### src/rtl/sync_debounce.sv
// sync_debounce: per-bit multi-flop synchroniser followed by a debounce filter.
// Define SYNC_DEBOUNCE_EDGE_EN to build the registered rise/fall pulse outputs.
module sync_debounce #(
   parameter int WIDTH = 1,
   parameter int STAGES = 2,
   parameter int DEBOUNCE = 4,
   parameter logic [WIDTH-1:0] RST_VAL = '0
) (
   input  logic             clk,
   input  logic             rst_n,
   input  logic [WIDTH-1:0] d_in,
   output logic [WIDTH-1:0] q_out,
   output logic [WIDTH-1:0] rise,
   output logic [WIDTH-1:0] fall
);
   logic [WIDTH-1:0] chain [STAGES];
   logic [WIDTH-1:0] sync;
   logic [WIDTH-1:0] q_next;
   always_ff @(posedge clk or negedge rst_n)
      if (!rst_n) begin
         for (int s = 0; s < STAGES; s++) chain[s] <= RST_VAL;
      end else begin
         chain[0] <= d_in;
         for (int s = 1; s < STAGES; s++) chain[s] <= chain[s-1];
      end
   assign sync = chain[STAGES-1];
   generate
      if (DEBOUNCE == 0) begin : g_direct
         // q_next is the value q_out will hold after the coming edge
         assign q_out  = sync;
         assign q_next = chain[STAGES-2];
      end else begin : g_filter
         localparam int CW = $clog2(DEBOUNCE + 1);
         localparam logic [CW-1:0] LAST = CW'(DEBOUNCE - 1);
         for (genvar i = 0; i < WIDTH; i++) begin : g_bit
            logic [CW-1:0] cnt;
            logic          differ;
            assign differ    = sync[i] != q_out[i];
            assign q_next[i] = (differ && cnt == LAST) ? sync[i] : q_out[i];
            always_ff @(posedge clk or negedge rst_n)
               if (!rst_n) cnt <= '0;
               else cnt <= (!differ || cnt == LAST) ? '0 : cnt + CW'(1);
         end
         always_ff @(posedge clk or negedge rst_n)
            if (!rst_n) q_out <= RST_VAL;
            else q_out <= q_next;
      end
   endgenerate
`ifdef SYNC_DEBOUNCE_EDGE_EN
   always_ff @(posedge clk or negedge rst_n)
      if (!rst_n) begin
         rise <= '0;
         fall <= '0;
      end else begin
         rise <= q_next & ~q_out;
         fall <= ~q_next & q_out;
      end
`else
   assign rise = '0;
   assign fall = '0;
`endif
endmodule
### config.mk
export PLATFORM = sky130hd
export DESIGN_NAME = sync_debounce
export DESIGN_NICKNAME = d
export VERILOG_FILES = /design/src/rtl/sync_debounce.sv
export SDC_FILE = /design/constraint.sdc
export NUM_CORES = 1
export LEC_CHECK = 0
export BUFFER_PORTS_ARGS = -buffer_cell sky130_fd_sc_hd__buf_2
export CORE_AREA = 8 8 45 47
export CTS_BUF_LIST = sky130_fd_sc_hd__clkbuf_4 sky130_fd_sc_hd__clkbuf_8
export CTS_CLUSTER_SIZE = 12
export DETAILED_ROUTE_END_ITERATION = 10
export DIE_AREA = 0 0 53 55
export PLACE_DENSITY = 0.41
export SLEW_MARGIN = 20
export SYNTH_ARGS = -nofsm -noshare
export SYNTH_HDL_FRONTEND = slang
export SYNTH_SLANG_ARGS = --single-unit
export TNS_END_PERCENT = 30
### constraint.sdc
create_clock -name clk -period 1.26 [get_ports clk]
set_input_delay 0.252 -clock clk [delete_from_list [all_inputs] [get_ports clk]]
set_output_delay 0.252 -clock clk [all_outputs]
set_load 0.02 [all_outputs]
# [Word level (Yosys, flattened, before mapping)]
# Cells that the tools add are included.
# W data, S select, Z words.
[totals] reg_bits=6 output_inout_bits=3 word_cells=11
[classes] add_sub_neg=1 eq_ne=2 n_mux=1 reduce_logical=3
[op_table] operator="$add A3 B1 Y3 const B" n=1
[op_table] operator="$eq A3 B2 Y1 const B" n=1
[op_table] operator="$mux W3" n=1
[op_table] operator="$logic_and A1 B1 Y1" n=1
[op_table] operator="$logic_not A1 Y1" n=1
[op_table] operator="$logic_or A1 B1 Y1" n=1
[op_table] operator="$ne A1 B1 Y1" n=1

# [Logic depth before layout (Yosys ltp)]
[depth] ltp_word=4 mapped_depth=3 ltp_nobuf=3

# [Least setup slack after synthesis]
# OpenSTA, ideal clock, no wires.
[synth_timing] path_type="register to register" start="register g_filter.g_bit[0].cnt[0]" end="register q_out" setup_time_ns=0.125 arrival_ns=1.033 required_time_ns=1.135 setup_slack_ns=0.103 path_stages_with_launch=4 n_path_buf=0 path_cell_list="dfrtp_1 ha_1 ha_1 mux2_2"
[synth_between] elab_chain_cells=2
[synth_rtl] element="from (decl)" line_no="36" rtl="logic [CW-1:0] cnt;"
[synth_rtl] element="from (signal assigned)" line_no="42" rtl="else cnt <= (!differ || cnt == LAST) ? '0 : cnt + CW'(1);"
[synth_rtl] element="$eq A3 B2 Y1" line_no="39" rtl="assign q_next[i] = (differ && cnt == LAST) ? sync[i] : q_out[i];"
[synth_rtl] element="$logic_and A1 B1 Y1" line_no="39"
[synth_rtl] element="to (signal assigned)" line_no="46" rtl="else q_out <= q_next;"
[synth_rtl] element="to (decl)" line_no="12" rtl="output logic [WIDTH-1:0] q_out,"
# No other way between the ends.
# A chain may end at the register's enable or synchronous reset.

# [Worst setup path in the final report]
# Same ends and word-level chain as after synthesis.

==> impl_results.md <==
* Worst VDD drop at 700 uV
* RSZ-0062 raised after global routing: false
* Worst setup path endpoint: q_out
* Placed Instances at 35
* Hold Slack at 0.123 ns
* HPWL after detailed placement at 258 um
* Peak Freq at 0.860 GHz
* P_leak at 0.139 nW
* CP startpoint kind: flip-flop
* Final #Nets at 30
* Vias in the first global route at 164
* TritonRoute pass-1 iters at 2
* Library cells used by synthesis at 9
* Post-CTS Setup Bufs at 0
* Post-Syn Area at 240 sq um
* Yosys reg bits at 6
* Period utilization at 92.3%
* Final setup violation count at 0
* R2r endpoint: q_out
* Outcome: complete, no violations
* Post-route minimum period at 1.16 ns
* Clock root buffer: clkbuf_4
* CTS Buf Count at 3
* Drt total wl at 304 um
* PortBufs at 3
* Max-cap violations at 0
* DP Worst Slack at 0.0548 ns
* Routed Antenna Nets at 0
* R2r setup slk at 0.1 ns
* Die Ht at 55 um
* CTS tree: done
* Initial antenna violation count at 0
* Hold/Removal Path Class: in2reg
* Vias at 132
* Final-layout fill cell count at 148
* Worst r2r path cells at 3
* Commonest cells after routing, fill and taps aside: 6 x dfrtp_1, 3 x clkbuf_4, 3 x buf_2
* Share of layout cells above drive strength 1 at 39.1%
* CTS sink cnt at 6
* WP data required at 1.38 ns
* Initial Util at 17.4%
* Post-Layout Cell Count at 39
* Crit Path Class: reg2reg
* Commonest non-fill, non-tap cell in the layout: dfrtp_1
* Ant. Diodes at 0
* Initial drt markers at 1
* Largest net degree at the start of global routing at 7
* Worst skew pair latency at 0.24 ns
* Post-route design area at 299 sq um
* Placer Congestion at 0.600
* Final worst clock skew at 0.00313 ns
* Seq/Total Area, Yosys at 62.5%
* Die width at 53 um
* Final hold vios at 0
* CP Capture Type: flip-flop
* Final Max Tran Viols at 0
* Ys Warns at 0
* Final setup margin at 0.0971 ns
* GRT Residual Overflow at 0
* Worst reg2reg startpoint: g_filter.g_bit[0].cnt[0]
* Layout area overhead at 24.5%
* Post-DR wirelength/cell at 7.79 um
* IO Pins at 6
* Drt drc at 0
* CTS clk-pin slew, worst paths at 0.04 ns
* Core Box Area at 1380 sq um
* Core Rows at 14
* Max Root-Sink Buffers at 2
* Vias/cell at 3.38
* First-pass GRT wire length at 565 um
* Die area at 2920 sq um
* Setup_tns at 0 ns
* Arrival @ worst endpoint at 1.28 ns
* Syn avg cell area at 14.1 sq um
* Mapped Cells at 17
* Power per standard cell area at 2050 nW/um^2
* Critical Path Fanout Max at 4
* Htree depth at 1
* CP Launch Point: g_filter.g_bit[0].cnt[0]
* Total track usage at 2.97%
* Placed Area at 264 sq um
[per-stage QoR]
step,power [mW],utilization [%]
final,0.612,21.6
after global routing,0.672,21.6
after CTS,0.623,21.4
after detailed placement,0.446,19.1
after global placement,0.440,19.1
after floorplan,0.407,-
[kinds of logic after synthesis]
logic type | Yosys count | synth area share (%)
AND/OR/NAND/NOR | 3 | 9.37
XOR/XNOR | 1 | 3.65
adder cells (fa/ha/maj) | 2 | 10.4
buffers and inverters | 3 | 7.81
multiplexers | 1 | 4.69
other | 1 | 1.56
flip-flops | 6 | 62.5
[registers in the layout, summed over array words and instances, names as in the netlist]
register	cells
chain	1
g_filter.g_bit.cnt	3
q_out	1
sync	1
[cells in the mapped netlist, drive strengths merged]
| library cell | n | area [sq um] |
|---|---|---|
| buf | 2 | 15.0 |
| conb | 1 | 3.75 |
| dfrtp | 6 | 150 |
| ha | 2 | 25.0 |
| inv | 1 | 3.75 |
| mux2 | 1 | 11.3 |
| nor3 | 2 | 10.0 |
| nor3b | 1 | 12.5 |
| xnor2 | 1 | 8.76 |
[worst max-delay path, stage by stage, from the launching register on]
cell	delay, ns
dfrtp_1	0.34
ha_1	0.15
ha_2	0.21
mux2_2	0.34
[power breakdown]
part,internal [mW],switching (mW)
logic,0.0827,0.0869
clock network,0.107,0.0593
registers,0.248,0.0284
[cell type report]
cell class | count | area, sq um | area share, %
flip-flops and latches | 6 | 150 | 50.2
multi-input cells | 9 | 77.6 | 25.9
repair buffers | 4 | 25.0 | 8.37
clock buffers | 3 | 22.5 | 7.53
well taps | 16 | 20.0 | 6.69
inverters | 1 | 3.75 | 1.26
[routing by layer]
metal / global-route usage (%) / wire, um
met5: 0 / 0
met2: 4.30 / 158
met3: 2.14 / 36
met4: 5.17 / 0
met1: 1.85 / 110
[what timing repair did]
item                                    4_1_cts  5_1_grt
gates resized for setup                       0        1
hold buffers                                  1        0
endpoints found under the hold margin         6        0
endpoints found under the setup margin        0        1
[how the worst min path moves through the flow]
stage | start | end | slack, ns | cells past startpoint
6_report | d_in | chain[1] | 0.12 | 1
5_1_grt | d_in | chain[1] | 0.11 | 1
4_1_cts | d_in | chain[1] | 0.11 | 1
3_5_place_dp | rst_n | q_out | 0.08 | 1
3_3_place_gp | rst_n | q_out | 0.08 | 1
2_1_floorplan | rst_n | chain[1] | -0.04 | 0
Power figures use the tool's default switching activity.
